<file path="config.mk">
export PLATFORM = sky130hd
export DESIGN_NAME = trace_breakpoint_unit
export DESIGN_NICKNAME = d
export VERILOG_FILES = /design/src/rtl/trace_breakpoint_pkg.sv /design/src/rtl/trace_fifo.sv /design/src/rtl/trace_breakpoint_unit.sv
export SDC_FILE = /design/constraint.sdc
export NUM_CORES = 2
export LEC_CHECK = 0
export ABC_AREA = 0
export CORE_MARGIN = 2
export CORE_UTILIZATION = 45
export DETAILED_ROUTE_END_ITERATION = 16
export HOLD_SLACK_MARGIN = 0.06
export PLACE_DENSITY_LB_ADDON = 0.1
export SYNTH_ARGS = -nofsm -noshare
export SYNTH_HDL_FRONTEND = slang
export SYNTH_SLANG_ARGS = --single-unit
export TNS_END_PERCENT = 20
</file>
<file path="constraint.sdc">
create_clock -name clk -period 10.9 [get_ports clk]
set_input_delay 1.635 -clock clk [delete_from_list [all_inputs] [get_ports clk]]
set_output_delay 1.635 -clock clk [all_outputs]
set_load 0.02 [all_outputs]
</file>
<file path="src/rtl/trace_breakpoint_pkg.sv">
// Shared types and default sizing for the statement-trace / breakpoint unit.
package trace_breakpoint_pkg;

   localparam int NUM_CH_DEF   = 4;
   localparam int ID_WIDTH_DEF = 32;
   localparam int DEPTH_DEF    = 16;
   localparam int NUM_BP_DEF   = 4;

   // Breakpoint IDs are stored zero-extended to this width, so any ID_WIDTH up to it fits.
   localparam int BP_ID_W = 64;

   typedef enum logic [1:0] {
      ST_RUN  = 2'd0,
      ST_HALT = 2'd1,
      ST_STEP = 2'd2
   } run_state_e;

   typedef struct packed {
      logic               arm;
      logic [BP_ID_W-1:0] id;
   } bp_entry_t;

endpackage

</file>
<file path="src/rtl/trace_fifo.sv">
// Multi-write (up to NUM_CH per cycle), single-read show-ahead FIFO.
// Valid write lanes are packed in ascending lane order; lanes that do not fit are refused.
module trace_fifo #(
   parameter  int NUM_CH   = 4,
   parameter  int ID_WIDTH = 32,
   parameter  int DEPTH    = 16,
   localparam int AW       = $clog2(DEPTH),
   localparam int CW       = $clog2(DEPTH + 1)
) (
   input  logic                       clk,
   input  logic                       rst,
   input  logic [NUM_CH-1:0]          wr_valid,
   input  logic [NUM_CH*ID_WIDTH-1:0] wr_data,
   output logic [NUM_CH-1:0]          accept,
   input  logic                       rd_ready,
   output logic                       rd_valid,
   output logic [ID_WIDTH-1:0]        rd_data,
   output logic [CW-1:0]              count,
   output logic [CW-1:0]              free
);

   logic [ID_WIDTH-1:0] mem [DEPTH];
   logic [AW-1:0]       wr_ptr;
   logic [AW-1:0]       rd_ptr;
   logic [CW-1:0]       count_q;
   logic [CW-1:0]       push_cnt;
   logic [CW-1:0]       space;
   logic [AW-1:0]       wr_off [NUM_CH];
   logic                pop;

   // NOTE: every variable gets a default before any branch, so no path holds a value (no latch).
   always_comb begin
      pop      = rd_ready && (count_q != '0);
      space    = CW'(DEPTH) - count_q + CW'(pop);
      push_cnt = '0;
      accept   = '0;
      for (int c = 0; c < NUM_CH; c++) begin
         wr_off[c] = '0;
         if (wr_valid[c] && (push_cnt < space)) begin
            accept[c] = 1'b1;
            wr_off[c] = AW'(push_cnt);
            push_cnt  = push_cnt + CW'(1);
         end
      end
   end

   // NOTE: clocked state uses <= so every flop samples pre-edge values regardless of block order.
   always_ff @(posedge clk or posedge rst) begin
      if (rst) begin
         wr_ptr  <= '0;
         rd_ptr  <= '0;
         count_q <= '0;
      end else begin
         wr_ptr  <= wr_ptr + AW'(push_cnt);
         if (pop) rd_ptr <= rd_ptr + AW'(1);
         count_q <= count_q + push_cnt - CW'(pop);
      end
   end

   // NOTE: storage is not reset; occupancy lives in count_q and the read data is masked when empty.
   always_ff @(posedge clk) begin
      for (int c = 0; c < NUM_CH; c++) begin
         if (accept[c]) mem[wr_ptr + wr_off[c]] <= wr_data[c*ID_WIDTH +: ID_WIDTH];
      end
   end

   assign rd_valid = (count_q != '0);
   assign rd_data  = rd_valid ? mem[rd_ptr] : '0;
   assign count    = count_q;
   assign free     = space;

endmodule

</file>
<file path="src/rtl/trace_breakpoint_unit.sv">
// Statement-trace and breakpoint unit: traces hit IDs, halts on armed matches,
// and supports resume / single-step from the debugger host.
module trace_breakpoint_unit
   import trace_breakpoint_pkg::*;
#(
   parameter  int NUM_CH   = NUM_CH_DEF,
   parameter  int ID_WIDTH = ID_WIDTH_DEF,
   parameter  int DEPTH    = DEPTH_DEF,
   parameter  int NUM_BP   = NUM_BP_DEF,
   localparam int IDX_W    = $clog2(NUM_BP),
   localparam int CW       = $clog2(DEPTH + 1)
) (
   input  logic                       clk,
   input  logic                       rst,
   input  logic [NUM_CH-1:0]          hit_valid,
   input  logic [NUM_CH*ID_WIDTH-1:0] hit_id,
   input  logic                       bp_wr_en,
   input  logic [IDX_W-1:0]           bp_wr_idx,
   input  logic [ID_WIDTH-1:0]        bp_wr_id,
   input  logic                       bp_wr_arm,
   input  logic                       resume,
   input  logic                       step,
   output logic                       halt,
   output logic [ID_WIDTH-1:0]        halt_id,
   output logic                       trace_rd_valid,
   input  logic                       trace_rd_ready,
   output logic [ID_WIDTH-1:0]        trace_rd_data,
   output logic [CW-1:0]              trace_count,
   output logic                       overflow,
   input  logic                       clear_overflow
);

   run_state_e          state_q, state_d;
   bp_entry_t           bp_tbl [NUM_BP];
   logic [NUM_CH-1:0]   hit_match;
   logic                match_any;
   logic [ID_WIDTH-1:0] match_id;
   logic [ID_WIDTH-1:0] halt_id_q, halt_id_d;
   logic                halt_q;
   logic                trace_en;
   logic                overflow_q;
   logic [NUM_CH-1:0]   fifo_wr;
   logic [NUM_CH-1:0]   fifo_accept;
   logic [CW-1:0]       fifo_free;
   logic                overflow_set;

   // Compare against the table as it stood before this cycle's write.
   always_comb begin
      hit_match = '0;
      for (int c = 0; c < NUM_CH; c++) begin
         for (int b = 0; b < NUM_BP; b++) begin
            if (hit_valid[c] && bp_tbl[b].arm &&
                (bp_tbl[b].id == BP_ID_W'(hit_id[c*ID_WIDTH +: ID_WIDTH])))
               hit_match[c] = 1'b1;
         end
      end
   end

   // Descending scan so the lowest matching channel is the one left standing.
   always_comb begin
      match_id = '0;
      for (int c = NUM_CH - 1; c >= 0; c--) begin
         if (hit_match[c]) match_id = hit_id[c*ID_WIDTH +: ID_WIDTH];
      end
   end

   assign match_any = |hit_match;

   always_comb begin
      state_d   = state_q;
      halt_id_d = halt_id_q;
      trace_en  = 1'b0;
      unique case (state_q)
         ST_RUN: begin
            trace_en = 1'b1;
            if (match_any) begin
               state_d   = ST_HALT;
               halt_id_d = match_id;
            end
         end
         ST_HALT: begin
            if (resume)    state_d = ST_RUN;
            else if (step) state_d = ST_STEP;
         end
         ST_STEP: begin
            trace_en = 1'b1;
            state_d  = ST_HALT;
            if (match_any) halt_id_d = match_id;
         end
         default: state_d = ST_RUN;
      endcase
   end

   always_ff @(posedge clk or posedge rst) begin
      if (rst) begin
         state_q    <= ST_RUN;
         halt_q     <= 1'b0;
         halt_id_q  <= '0;
         overflow_q <= 1'b0;
      end else begin
         state_q    <= state_d;
         halt_q     <= (state_d == ST_HALT);
         halt_id_q  <= halt_id_d;
         overflow_q <= (overflow_q && !clear_overflow) || overflow_set;
      end
   end

   // The table is cleared on reset so a stale breakpoint can never survive it.
   always_ff @(posedge clk or posedge rst) begin
      if (rst) begin
         for (int b = 0; b < NUM_BP; b++) bp_tbl[b] <= '0;
      end else if (bp_wr_en) begin
         bp_tbl[bp_wr_idx] <= '{arm: bp_wr_arm, id: BP_ID_W'(bp_wr_id)};
      end
   end

   assign fifo_wr      = hit_valid & {NUM_CH{trace_en}};
   assign overflow_set = |(fifo_wr & ~fifo_accept);

   trace_fifo #(
      .NUM_CH  (NUM_CH),
      .ID_WIDTH(ID_WIDTH),
      .DEPTH   (DEPTH)
   ) u_fifo (
      .clk     (clk),
      .rst     (rst),
      .wr_valid(fifo_wr),
      .wr_data (hit_id),
      .accept  (fifo_accept),
      .rd_ready(trace_rd_ready),
      .rd_valid(trace_rd_valid),
      .rd_data (trace_rd_data),
      .count   (trace_count),
      .free    (fifo_free)
   );

   // A refused lane must coincide exactly with a burst larger than the free space.
   assert property (@(posedge clk) disable iff (rst)
      overflow_set == ($countones(fifo_wr) > int'(fifo_free)));

   assign halt     = halt_q;
   assign halt_id  = halt_id_q;
   assign overflow = overflow_q;

endmodule

</file>
Word level (Yosys, flattened, before mapping)
Memories as Yosys holds them, arrays and structs flattened.
Cells that the tools add are included.
W data, S select, Z words.
{ "word_totals": {"in_bits": 174, "memories": 1, "wordCells": 152, "ramBits": 512, "ff_bits": 309} }
{ "classes": {"n_lt_le_gt_ge": 6, "mux": 48, "reduce_logical": 47, "bitwise_logic": 4, "addsub": 12, "n_eq_ne": 19} }
{ "memory_table": {"columns": ["name", "words", "word_bits", "rd", "rd_clocked_by_memory_dff", "wr", "line_no", "source"], "rows": [
  ["u_fifo.mem", 16, 32, 1, 0, 4, "trace_fifo.sv:22", "logic [ID_WIDTH-1:0] mem [DEPTH];"]
]} }
{ "ops": {"columns": ["cell", "count"], "rows": [
  ["$eq A64 B32 Y1", 16],
  ["$bwmux W260", 1],
  ["$mux W32", 5],
  ["$demux W65 S2", 1],
  ["$mux W65", 1],
  ["$logic_and A1 B1 Y1", 39],
  ["$mux W1", 31],
  ["$mux W5", 3],
  ["$add A4 B4 Y4", 3],
  ["$add A5 B1 Y5 const B", 2],
  ["$lt A5 B5 Y1", 2],
  ["$and A4 B4 Y4", 2],
  ["$mux W4", 2],
  ["$reduce_or A4 Y1", 2],
  ["$mux W2", 3],
  ["$pmux W2 S3", 1],
  ["$add A5 B1 Y5", 1],
  ["$add A5 B5 Y5", 1],
  ["$lt A1 B5 Y1", 1],
  ["$lt A1 B5 Y1 const A", 1],
  ["$reduce_bool A5 Y1", 1],
  ["$sub A5 B1 Y5", 1],
  ["$sub A5 B5 Y5 const A", 1],
  ["$add A4 B1 Y4", 1],
  ["other kinds (13)", 14]
]} }

Logic depth before layout (Yosys ltp)
{ "depth": {"ltp_word": 19, "depth_mapped": 35, "depth_no_buf": 31} }

By module
Synthesis repeated with hierarchy kept, for this count alone.
{ "unflattened": {"hier_cells": 5143, "area_unflattened_um2": 51473.1} }
{ "modules_own_cells": {"columns": ["mod", "cells_each", "seq_area_each_um2", "area_each_um2", "n_inst"], "rows": [
  ["trace_fifo", 3619, 15700.1, 36954.2, 1],
  ["trace_breakpoint_unit", 1524, 4204.0, 14518.9, 1]
]} }

Least setup slack after synthesis
Ideal clock, no wire load.
{ "synth_timing": {"kind": "input -> register", "from": "in trace_rd_ready", "to": "mem u_fifo.mem[0][0], enable pin", "t_required_ns": 10.094, "cell_stages": 28, "path_slack_ns": 2.012, "n_path_buf": 2, "arrival_ns": 8.082, "cell_sequence": "nand2_1 ha_1 or4b_1 o21ai_2 a31oi_4 o311ai_4 inv_1 ha_1 o21ai_0 nand2_1 o21ai_2 buf_2 mux2i_1 ha_1 o21a_1 a311oi_1 o21ai_2 inv_1 and2_1 ha_1 a21o_1 a21oi_1 xnor2_1 or3_1 buf_2 nor3_2 nor2_1 o311ai_0"} }
{ "synth_lines": {"columns": ["item", "line_no", "source"], "rows": [
  ["start: declaration", "trace_breakpoint_unit.sv:26", "input logic trace_rd_ready,"],
  ["end: declaration", "trace_fifo.sv:22", null]
]} }

==> results_dict.tcl <==
set metrics [dict create \
    post-route-min-period_ns 9.52 \
    whs_ns 0.451 \
    max-vdd-ir-drop_uv 209 \
    die_area_um2 113000 \
    ios 246 \
    layout.cells.non_filler 6463 \
    endpoint "u_fifo.mem[7][13]$_DFFE_PP_" \
    cts_made_buffers 87 \
    ctsResizeCount 0 \
    post-route-period-util 0.873 \
    crit_path_end_kind "flip-flop" \
    grt_first_pass_wirelength_um 356000 \
    cts.root.buffer_cell "clkbuf_16" \
    syn-num-nets 5319 \
    avgSynthCellArea_um2 9.71 \
    wl_per_cell_um 40.1 \
    top_usage_layer "met2" \
    post_cts_buffers 0 \
    synth-async-reset-ratio 0.261 \
    clk_latency_ns 0.70 \
    hold_buffers 0 \
    dp_hpwl_um 165000 \
    worst_setup_path_start_kind "flip-flop" \
    ys_ff_latch 693 \
    cts_tree "yes" \
    viasPerCell 7.41 \
    synth_area_leaders "edfxtp_1, dfrtp_1, a221oi_1, xor2_1, mux4_2" \
    synth_top_area_share 0.309 \
    vias 47908 \
    dpl.cell_count 6278 \
    core-area_um2 109000 \
    drt_iter0_drc 8987 \
    worstPathArrival_ns 9.83 \
    first_pass_iters 9 \
    r2r_cells 33 \
    yosysSeqAreaShare 0.401 \
    fin_nets 5096 \
    cts_buffer_depth 3 \
    power_density_nw_per_um2 296 \
    antenna_found_initial 33 \
    status "completed" \
    worstPathRequired_ns 11.21 \
    slowest_delay_ns 0.63 \
    die_x_um 336 \
    fmax_ghz 0.105 \
    max-slew-margin-rel 0.0638 \
    finalHoldViolCount 0 \
    p_seq_frac 0.305 \
    io_buffers 245 \
    grt_use_total 0.449 \
    grt_setup_unrepaired "false" \
    setup_tns_ns 0 \
    slowest_stage "o21ai_2" \
    reg2reg_slack_ns 1.38 \
    syn_to_final_growth_pct 12.1 \
    fin_util 0.510 \
    power_frac_clock 0.182 \
    skew_ns 0.0243 \
    grt_max_degree 124 \
    netSwitchingPower_w 0.00740 \
    grt_pass1_vias 44475 \
    rows 121 \
    cts.sinks 693 \
    critical_path_class "flip-flop to flip-flop" \
    internal_power_w 0.00906 \
    ys_types 53 \
    ys_warn_count 0 \
    switching_share 0.449 \
    power.leakage_nw 19.6 \
    grt-ovfl-total 0 \
    wl_um 259000 \
    synth_largest_area_cell "edfxtp_1" \
    place_congestion 0.982 \
    use_met1 0.570 \
    clk_pin_slew_ns 0.06 \
    start_util 0.455 \
    fp.dieH_um 336 \
    antenna_left 0 \
    layout-drive-gt1-share 0.152 \
    cp_max_fo 33 \
    cp_common_cell "ha_1" \
    setup_violations 0 \
    maxSlewViolCount 0 \
    grtUsageMet3 0.143 \
    htree_levels 3 \
    synth-main-ff-cell "edfxtp_1" \
    hold_class "flip-flop to flip-flop" \
    syn_inst 5114 \
    tightest_slew_ns 1.39 \
    drc 0 \
    r2r-end "u_fifo.mem[7][13]$_DFFE_PP_" \
    total_power_w 0.0165 \
    cp-startpoint "u_fifo.count[0]$_DFF_PP0_" \
    grt_util_met2 0.669 \
    synth_area_um2 49700 \
    p_comb_frac 0.514 \
    synth_edf_count 512 \
    max_cap_violations 0 \
    reg2reg_from "u_fifo.count[0]$_DFF_PP0_" \
]
==> layout make-up <==
type	instances	area, um^2
clock buffers	121	2460
multi-input cells	3548	26600
fillers	9890	53500
well taps	1476	1850
flip-flops and latches	693	19900
repair buffers	452	3960
inverters	109	417
diodes	26	65.1
clock inverters	38	402
==> power by group through the flow <==
stage / clock network, W / registers [W] / logic, W
final: 0.00299 / 0.00502 / 0.00845
after global routing: 0.00309 / 0.00508 / 0.00873
after CTS: 0.00299 / 0.00499 / 0.00815
after detailed placement: 0 / 0.00504 / 0.00813
after global placement: 0 / 0.00502 / 0.00806
after floorplan: 0 / 0.00464 / 0.00522
==> cell families (layout without fill, tap and decap cells) <==
kind of cell,count (synthesis),count (layout),share of synthesized area
adder cells (fa/ha/maj),32,32,0.00861
buffers and inverters,873,720,0.0702
AND/OR/NAND/NOR,1159,1159,0.110
other,0,26,0
flip-flops,693,693,0.401
AO/OA/AOI/OAI,1528,1528,0.213
multiplexers,294,294,0.103
XOR/XNOR,535,535,0.0943
==> flip-flops by register name, summed over array words and instances, names as in the netlist <==
signal	cells
state_q	2
u_fifo.wr_ptr	4
bp_tbl	132
overflow	1
halt_id	32
halt	1
u_fifo.rd_ptr	4
u_fifo.mem	512
u_fifo.count	5
==> cell usage in the layout (no fill, tap or decap), types with 136 or more instances in the layout <==
master             n
buf_4            203
o22ai_1          136
clkdlybuf4s50_1  225
o31ai_1          240
nor2_1           233
xor2_1           455
edfxtp_1         512
mux4_2           160
a221oi_1         496
o21ai_0          508
nand2_1          454
dfrtp_1          177
==> cell usage after synthesis (15+ instances only) <==
master and number:
clkbuf_1 544, edfxtp_1 512, o21ai_0 508, a221oi_1 496, xor2_1 456, nand2_1 455
nor2_1 245, o31ai_1 240, dfrtp_1 181, mux4_2 160, buf_2 139, nor4_1 138
o22ai_1 136, mux2_2 133, and3_1 130, inv_1 94, xnor2_1 79, a21oi_1 63
buf_1 55, nor2b_1 40, nand3_1 37, nand4_1 36, or2_2 34, o21a_1 33
ha_1 27, clkbuf_2 25, a221o_1 17, a22o_1 17, clkinv_1 15
==> per-stage QoR <==
stage          instance area (um^2)  setup WS (ns)
6_report                      55700           1.38
5_1_grt                       55600          0.776
4_1_cts                       55600           1.48
3_5_place_dp                  52800           1.16
3_3_place_gp                  52800           1.30
2_1_floorplan                 49700           2.01
==> critical path: cells and delay by family, from the launching register on <==
| family | cells | cell delay, ns |
|---|---|---|
| AOI/OAI and AO/OA | 10 | 2.64 |
| and+or+nand+nor | 9 | 2.47 |
| buffers and inverters | 7 | 1.67 |
| adders and majority gates | 5 | 1.28 |
| DFF | 1 | 0.44 |
| muxes | 1 | 0.43 |
| xor gates and xnor gates | 1 | 0.15 |
==> how the worst min path moves through the flow <==
stage	start	end	slack, ns	cells after the start
after CTS	state_q[1]$_DFF_PP0_	state_q[1]$_DFF_PP0_	0.45	1
after floorplan	state_q[1]$_DFF_PP0_	state_q[1]$_DFF_PP0_	0.42	1
after global routing	state_q[1]$_DFF_PP0_	state_q[1]$_DFF_PP0_	0.48	1
after detailed placement	state_q[1]$_DFF_PP0_	state_q[1]$_DFF_PP0_	0.45	1
final	state_q[1]$_DFF_PP0_	state_q[1]$_DFF_PP0_	0.45	1
after global placement	state_q[1]$_DFF_PP0_	state_q[1]$_DFF_PP0_	0.44	1
==> routing by layer <==
metal / share of wire / up-vias / routed length [um]
li1: - / 18927 / -
met1: 0.36 / 23637 / 92800
met2: 0.43 / 4372 / 111000
met3: 0.14 / 956 / 36900
met4: 0.069 / 16 / 17900
met5: 0.00042 / - / 110
No activity file was read; power rests on OpenSTA's default activity.
